## src/rtl/zipdma_mcheck.sv

```systemverilog
// rtl/zipdma_mcheck.sv - per-channel LFSR pattern generator/checker for DMA copy verification
// Optional build macro ZIPDMA_MCHECK_STALL_EN adds pseudo-random stalls on the data port.
module zipdma_mcheck #(
   parameter int ADDRESS_WIDTH = 30,
   parameter int BUS_WIDTH     = 64,
   parameter int NCH           = 4,
   parameter int LGCOUNT       = 16
) (
   input  logic                                               i_clk,
   input  logic                                               i_reset,
   input  logic                                               i_wb_cyc,
   input  logic                                               i_wb_stb,
   input  logic                                               i_wb_we,
   input  logic [ADDRESS_WIDTH-$clog2(BUS_WIDTH/8)-1:0]       i_wb_addr,
   input  logic [BUS_WIDTH-1:0]                               i_wb_data,
   input  logic [BUS_WIDTH/8-1:0]                             i_wb_sel,
   output logic                                               o_wb_stall,
   output logic                                               o_wb_ack,
   output logic [BUS_WIDTH-1:0]                               o_wb_data,
   output logic                                               o_wb_err,
   input  logic                                               i_st_cyc,
   input  logic                                               i_st_stb,
   input  logic                                               i_st_we,
   input  logic [((NCH > 1) ? $clog2(NCH) : 1)+1:0]           i_st_addr,
   input  logic [31:0]                                        i_st_data,
   input  logic [3:0]                                         i_st_sel,
   output logic                                               o_st_stall,
   output logic                                               o_st_ack,
   output logic [31:0]                                        o_st_data,
   output logic                                               o_st_err
);
   localparam int DW = BUS_WIDTH;
   localparam int NB = BUS_WIDTH / 8;
   localparam int AW = ADDRESS_WIDTH - $clog2(NB);
   localparam int CW = (NCH > 1) ? $clog2(NCH) : 1;
   localparam int PW = $clog2(NB + 1);

   logic [DW-1:0]      rd_lfsr_q  [NCH];
   logic [DW-1:0]      rd_lfsr_d  [NCH];
   logic [DW-1:0]      wr_lfsr_q  [NCH];
   logic [DW-1:0]      wr_lfsr_d  [NCH];
   logic [LGCOUNT-1:0] rdcnt_q    [NCH];
   logic [LGCOUNT-1:0] rdcnt_d    [NCH];
   logic [LGCOUNT-1:0] wrcnt_q    [NCH];
   logic [LGCOUNT-1:0] wrcnt_d    [NCH];
   logic               err_q      [NCH];
   logic               err_d      [NCH];
   logic [6:0]         cap_mask_q [NCH];
   logic [6:0]         cap_mask_d [NCH];
   logic [23:0]        cap_addr_q [NCH];
   logic [23:0]        cap_addr_d [NCH];

   logic               wb_ack_q, wb_ack_d;
   logic [DW-1:0]      wb_data_q, wb_data_d;
   logic               st_ack_q, st_ack_d;
   logic [31:0]        st_data_q, st_data_d;

   logic               wb_accept;
   logic               wb_active;
   logic [CW-1:0]      wb_ch;
   logic [CW-1:0]      st_ch;
   logic [1:0]         st_reg;
   logic               seed_wr;
   logic [31:0]        seed_val;
   logic [NB-1:0]      mism;
   logic [PW-1:0]      sel_cnt;
   logic               unused_inputs;

   function automatic logic [DW-1:0] lfsr_step(input logic [DW-1:0] s);
      return {s[DW-2:0], s[DW-1] ^ s[DW-2]};
   endfunction

   function automatic logic [LGCOUNT-1:0] sat_add(input logic [LGCOUNT-1:0] a,
                                                  input logic [PW-1:0] n);
      logic [LGCOUNT:0] s;
      s = {1'b0, a} + {{(LGCOUNT+1-PW){1'b0}}, n};
      return s[LGCOUNT] ? {LGCOUNT{1'b1}} : s[LGCOUNT-1:0];
   endfunction

`ifdef ZIPDMA_MCHECK_STALL_EN
   logic [15:0] stall_lfsr_q, stall_lfsr_d;

   always_comb begin
      stall_lfsr_d = {stall_lfsr_q[14:0],
                      stall_lfsr_q[15] ^ stall_lfsr_q[13] ^ stall_lfsr_q[12] ^ stall_lfsr_q[10]};
   end

   always_ff @(posedge i_clk) begin
      if (i_reset) stall_lfsr_q <= 16'hACE1;
      else         stall_lfsr_q <= stall_lfsr_d;
   end

   assign o_wb_stall = stall_lfsr_q[0] & i_wb_cyc;
`else
   assign o_wb_stall = 1'b0;
`endif

   assign o_wb_err   = 1'b0;
   assign o_st_stall = 1'b0;
   assign o_st_err   = 1'b0;
   assign o_wb_ack   = wb_ack_q;
   assign o_wb_data  = wb_data_q;
   assign o_st_ack   = st_ack_q;
   assign o_st_data  = st_data_q;

   assign unused_inputs = ^{i_st_cyc, i_wb_cyc, i_wb_addr};

   assign wb_accept = i_wb_stb && !o_wb_stall;
   assign wb_active = wb_accept && (i_wb_sel != '0);
   assign wb_ch     = (NCH == 1) ? '0 : i_wb_addr[AW-1 -: CW];
   assign st_ch     = (NCH == 1) ? '0 : i_st_addr[CW+1:2];
   assign st_reg    = i_st_addr[1:0];
   assign seed_wr   = i_st_stb && i_st_we && (st_reg == 2'd0) && (i_st_sel != 4'h0);
   assign seed_val  = i_st_data & {{8{i_st_sel[3]}}, {8{i_st_sel[2]}},
                                   {8{i_st_sel[1]}}, {8{i_st_sel[0]}}};

   always_comb begin
      mism    = '0;
      sel_cnt = '0;
      for (int b = 0; b < NB; b++) begin
         mism[b] = i_wb_sel[b] && (i_wb_data[8*b +: 8] != wr_lfsr_q[wb_ch][8*b +: 8]);
         sel_cnt = sel_cnt + PW'(i_wb_sel[b]);
      end
   end

   always_comb begin
      wb_ack_d  = wb_accept;
      wb_data_d = (wb_accept && !i_wb_we) ? rd_lfsr_q[wb_ch] : wb_data_q;
      st_ack_d  = i_st_stb;
      st_data_d = st_data_q;
      if (i_st_stb) begin
         case (st_reg)
            2'd0:    st_data_d = rd_lfsr_q[st_ch][DW-1 -: 32];
            2'd1:    st_data_d = 32'(rdcnt_q[st_ch]);
            2'd2:    st_data_d = 32'(wrcnt_q[st_ch]);
            default: st_data_d = {err_q[st_ch], cap_mask_q[st_ch], cap_addr_q[st_ch]};
         endcase
      end

      for (int c = 0; c < NCH; c++) begin
         rd_lfsr_d[c]  = rd_lfsr_q[c];
         wr_lfsr_d[c]  = wr_lfsr_q[c];
         rdcnt_d[c]    = rdcnt_q[c];
         wrcnt_d[c]    = wrcnt_q[c];
         err_d[c]      = err_q[c];
         cap_mask_d[c] = cap_mask_q[c];
         cap_addr_d[c] = cap_addr_q[c];
         // A seed write to this channel suppresses any coincident beat on it.
         if (seed_wr && (st_ch == CW'(c))) begin
            rd_lfsr_d[c]  = DW'(seed_val) << (DW - 32);
            wr_lfsr_d[c]  = DW'(seed_val) << (DW - 32);
            rdcnt_d[c]    = '0;
            wrcnt_d[c]    = '0;
            err_d[c]      = 1'b0;
            cap_mask_d[c] = '0;
            cap_addr_d[c] = '0;
         end else if (wb_active && (wb_ch == CW'(c))) begin
            if (i_wb_we) begin
               wr_lfsr_d[c] = lfsr_step(wr_lfsr_q[c]);
               wrcnt_d[c]   = sat_add(wrcnt_q[c], sel_cnt);
               if (mism != '0) begin
                  err_d[c] = 1'b1;
                  if (!err_q[c]) begin
                     cap_mask_d[c] = 7'(mism);
                     cap_addr_d[c] = 24'(i_wb_addr);
                  end
               end
            end else begin
               rd_lfsr_d[c] = lfsr_step(rd_lfsr_q[c]);
               rdcnt_d[c]   = sat_add(rdcnt_q[c], sel_cnt);
            end
         end
      end
   end

   always_ff @(posedge i_clk) begin
      if (i_reset) begin
         for (int c = 0; c < NCH; c++) begin
            rd_lfsr_q[c]  <= '0;
            wr_lfsr_q[c]  <= '0;
            rdcnt_q[c]    <= '0;
            wrcnt_q[c]    <= '0;
            err_q[c]      <= 1'b0;
            cap_mask_q[c] <= '0;
            cap_addr_q[c] <= '0;
         end
         wb_ack_q  <= 1'b0;
         wb_data_q <= '0;
         st_ack_q  <= 1'b0;
         st_data_q <= '0;
      end else begin
         for (int c = 0; c < NCH; c++) begin
            rd_lfsr_q[c]  <= rd_lfsr_d[c];
            wr_lfsr_q[c]  <= wr_lfsr_d[c];
            rdcnt_q[c]    <= rdcnt_d[c];
            wrcnt_q[c]    <= wrcnt_d[c];
            err_q[c]      <= err_d[c];
            cap_mask_q[c] <= cap_mask_d[c];
            cap_addr_q[c] <= cap_addr_d[c];
         end
         wb_ack_q  <= wb_ack_d;
         wb_data_q <= wb_data_d;
         st_ack_q  <= st_ack_d;
         st_data_q <= st_data_d;
      end
   end
endmodule

```

## config.mk

```make
export PLATFORM = sky130hd
export DESIGN_NAME = zipdma_mcheck
export DESIGN_NICKNAME = d
export VERILOG_FILES = /design/src/rtl/zipdma_mcheck.sv
export SDC_FILE = /design/constraint.sdc
export NUM_CORES = 2
export LEC_CHECK = 0
export ABC_AREA = 1
export CORE_ASPECT_RATIO = 1.4
export CORE_MARGIN = 8
export CORE_UTILIZATION = 30
export DETAILED_ROUTE_END_ITERATION = 12
export MAX_ROUTING_LAYER = met4
export SLEW_MARGIN = 5
export SYNTH_ARGS = -nofsm -noshare
export SYNTH_HDL_FRONTEND = slang
export SYNTH_SLANG_ARGS = --single-unit
```

## constraint.sdc

```tcl
create_clock -name i_clk -period 5.31 [get_ports i_clk]
set_input_delay 1.062 -clock i_clk [delete_from_list [all_inputs] [get_ports i_clk]]
set_output_delay 1.062 -clock i_clk [all_outputs]
set_load 0.01 [all_outputs]
```

==> flow_summary.toml <==
[cells_and_area]
num-fill-cells = 15400
final_area_um2 = 52200
layout-drive-gt1-share_pct = 6.83
nets = 6626
area_growth_pct = 18.8

[outcome]
status = "complete, no violations"

[drt]
drtIter0Drc = 4327
routed_via_density = 5.20
drc = 0
ant_nets = 0
num_vias = 43900
first_pass_iters = 7
drt-total-wl_um = 173000
wl_per_cell_um = 20.5

[worst_setup_path]
worstPathArrival_ns = 5.77
cp_top_family = "adder cells"
cp-end-kind = "flip-flop"
critPathSlowestCell = "fa_2"
cp_max_fo = 6
crit_path_cell_trace = "clkdlybuf4s50_1, inv_1, fa_2, fa_1, fa_1, inv_1, ha_2, fa_2, inv_2, fa_1, nor2_1, a211oi_1, buf_4, nor4_1, o21ai_0, a21oi_1"
cpMostUsedCell = "fa_1"
path_buf_inv = 5
required_ns = 5.94
crit_type = "in -> reg"
max_stage_delay_ns = 0.62
startpoint_type = "input port"

[clock_network]
cts-root-buf = "clkbuf_16"
post_cts_buffers = 0
ctsResizeCount = 0
clock_latency_ns = 0.71
hold_buffers = 0
clk_path_buf_depth = 3
cts_tree = "built"
cts.sinks = 866
clkTransAtPathRegs_ns = 0.07
htreeDepth = 3
cts_buffers = 87

[logic_synthesis]
synth_seq_cells = 866
ys_seq_area_share_pct = 42.2
yosys.area.top_type = "dfxtp_1"
synth_edf_count = 124
synthTopCellsByArea = "dfxtp_1, nand2_1, edfxtp_1, nand3_1, inv_1"
yosys_warnings = 0
ys_types = 53
async_flop_share_pct = 0
ys.flop_type = "dfxtp_1"
synth.avg_cell_area_um2 = 7.00
synth_top_cell_area_share_pct = 33.8
synthTopCellsByCount = "nand2_1, dfxtp_1, inv_1, nand3_1, a21oi_1"
synth_cells = 6287
yosysMostFrequentCell = "nand2_1"
synth_area_um2 = 44000

[placed_design]
portBuffers = 241
dp_hpwl_um = 123000
dpl_cell_area_um2 = 49000
pre_cts_slack_ns = -0.722
place_congestion = 0.953

[timing]
setup_viol = 0
slew_violations = 0
max_freq_ghz = 0.194
finalHoldViolCount = 0
fin_crit_sh_pct = 96.9
worst_slew_pin_slew_ns = 1.14
slew-limit-headroom_pct = 23.8
fin_skew_ns = 0.0278
fin_crit_ns = 5.14
setup_ws_ns = 0.166

[floorplan]
coreArea_um2 = 146000
die_area_um2 = 159000
ios = 249
start_util_pct = 30.2
die_h_um = 469
row_count = 166
die_w_um = 340

[hold_path]
hp-class = "reg -> reg"

[global_routing]
met2_usage_pct = 35.8
track_usage_pct = 21.4
grt_pass1_wl_um = 256000
antenna_found_initial = 16
grt.busiest_layer = "met2"
grt_pass1_vias = 41000
grt_util_met3_pct = 3.66
grt_overflow = 0
grt_max_degree = 185
grtUsageMet1_pct = 23.9

[power_and_ir_drop]
powerDensity_nw_per_um2 = 295
peakVddDrop_mv = 0.264
leakagePower_nw = 22.4

[job]
max_cap_viol_count = 0
[worst register-to-register path: cells and delay by family (launching register included)]
kind                   cells  cell delay [ns]
and+or+nand+nor           13             2.24
AOI/OAI and AO/OA          1             0.37
DFF                        1             0.30
buffers and inverters      1             0.09
[sequential cells by signal (all words and copies together) (netlist names)]
signal and count:
err_q 4, o_wb_data 64, rdcnt_q 64, rd_lfsr_q 256, o_st_ack 1, cap_addr_q 96
wrcnt_q 64, wr_lfsr_q 256, cap_mask_q 28, o_st_data 32, o_wb_ack 1
[where the power goes]
group	internal, mW	switching [mW]
combinational	0.610	1.10
sequential	6.79	0.0863
clock	3.92	2.90
total	11.3	4.09
[cells in the final DEF (no fill, tap or decap), drive strengths merged, types with 124 or more instances in the layout]
cell | Yosys | routed
nand2 | 1872 | 1872
dfxtp | 742 | 742
nor2 | 250 | 250
o21ai | 414 | 414
edfxtp | 124 | 124
buf | 148 | 209
clkdlybuf4s50 | 0 | 238
inv | 720 | 728
nand3 | 614 | 614
a21oi | 455 | 455
[final timing paths]
path,startpoint,to,slack (ns),depth (start not counted)
setup / recovery,i_wb_sel[3],rdcnt_q[0][9]$_SDFFE_PP0P_,0.17,16
hold / removal,wr_lfsr_q[2][3]$_SDFFE_PP0P_,wr_lfsr_q[2][3]$_SDFFE_PP0P_,0.46,2
setup reg to reg,wr_lfsr_q[3][4]$_SDFFE_PP0P_,cap_addr_q[3][6]$_SDFFCE_PP0P_,2.13,15
hold reg to reg,wr_lfsr_q[2][3]$_SDFFE_PP0P_,wr_lfsr_q[2][3]$_SDFFE_PP0P_,0.46,2
[routing by layer]
metal / vias up / routed length, µm
met5: - / 0
met4: 0 / 12100
met3: 466 / 11900
met2: 1799 / 82600
met1: 20700 / 66900
li1: 21000 / -
[through the flow]
step,total power [mW],TNS (ns),utilization [%],std cells,hold WS [ns]
after global routing,15.9,-0.0411,35.8,8444,0.476
after floorplan,7.86,0,-,6290,0.435
after global placement,8.70,-63.88,33.6,8274,0.445
after detailed placement,8.71,-72.47,33.6,8274,0.454
after CTS,15.5,0,35.7,8433,0.462
final,15.4,0,35.8,8444,0.458
[layout make-up]
cell class	instances	area (µm²)	area share, %
Tap cell	1932	2420	4.63
Clock buffer	117	2450	4.69
Multi-Input combinational cell	4305	21200	40.6
Inverter	724	2730	5.22
Timing Repair Buffer	447	4210	8.06
Antenna cell	11	27.5	0.0527
Clock inverter	42	638	1.22
Sequential cell	866	18600	35.6
[logic make-up after synthesis]
kind of cell | after synthesis | synth area share, %
xor+xnor | 102 | 2.03
other cells | 1 | 0.00853
buf+inv | 1119 | 10.1
compound gates | 1267 | 16.6
flops | 866 | 42.2
simple gates | 2884 | 27.4
fa+ha+maj | 48 | 1.57
No activity file was read; power rests on OpenSTA's default activity.
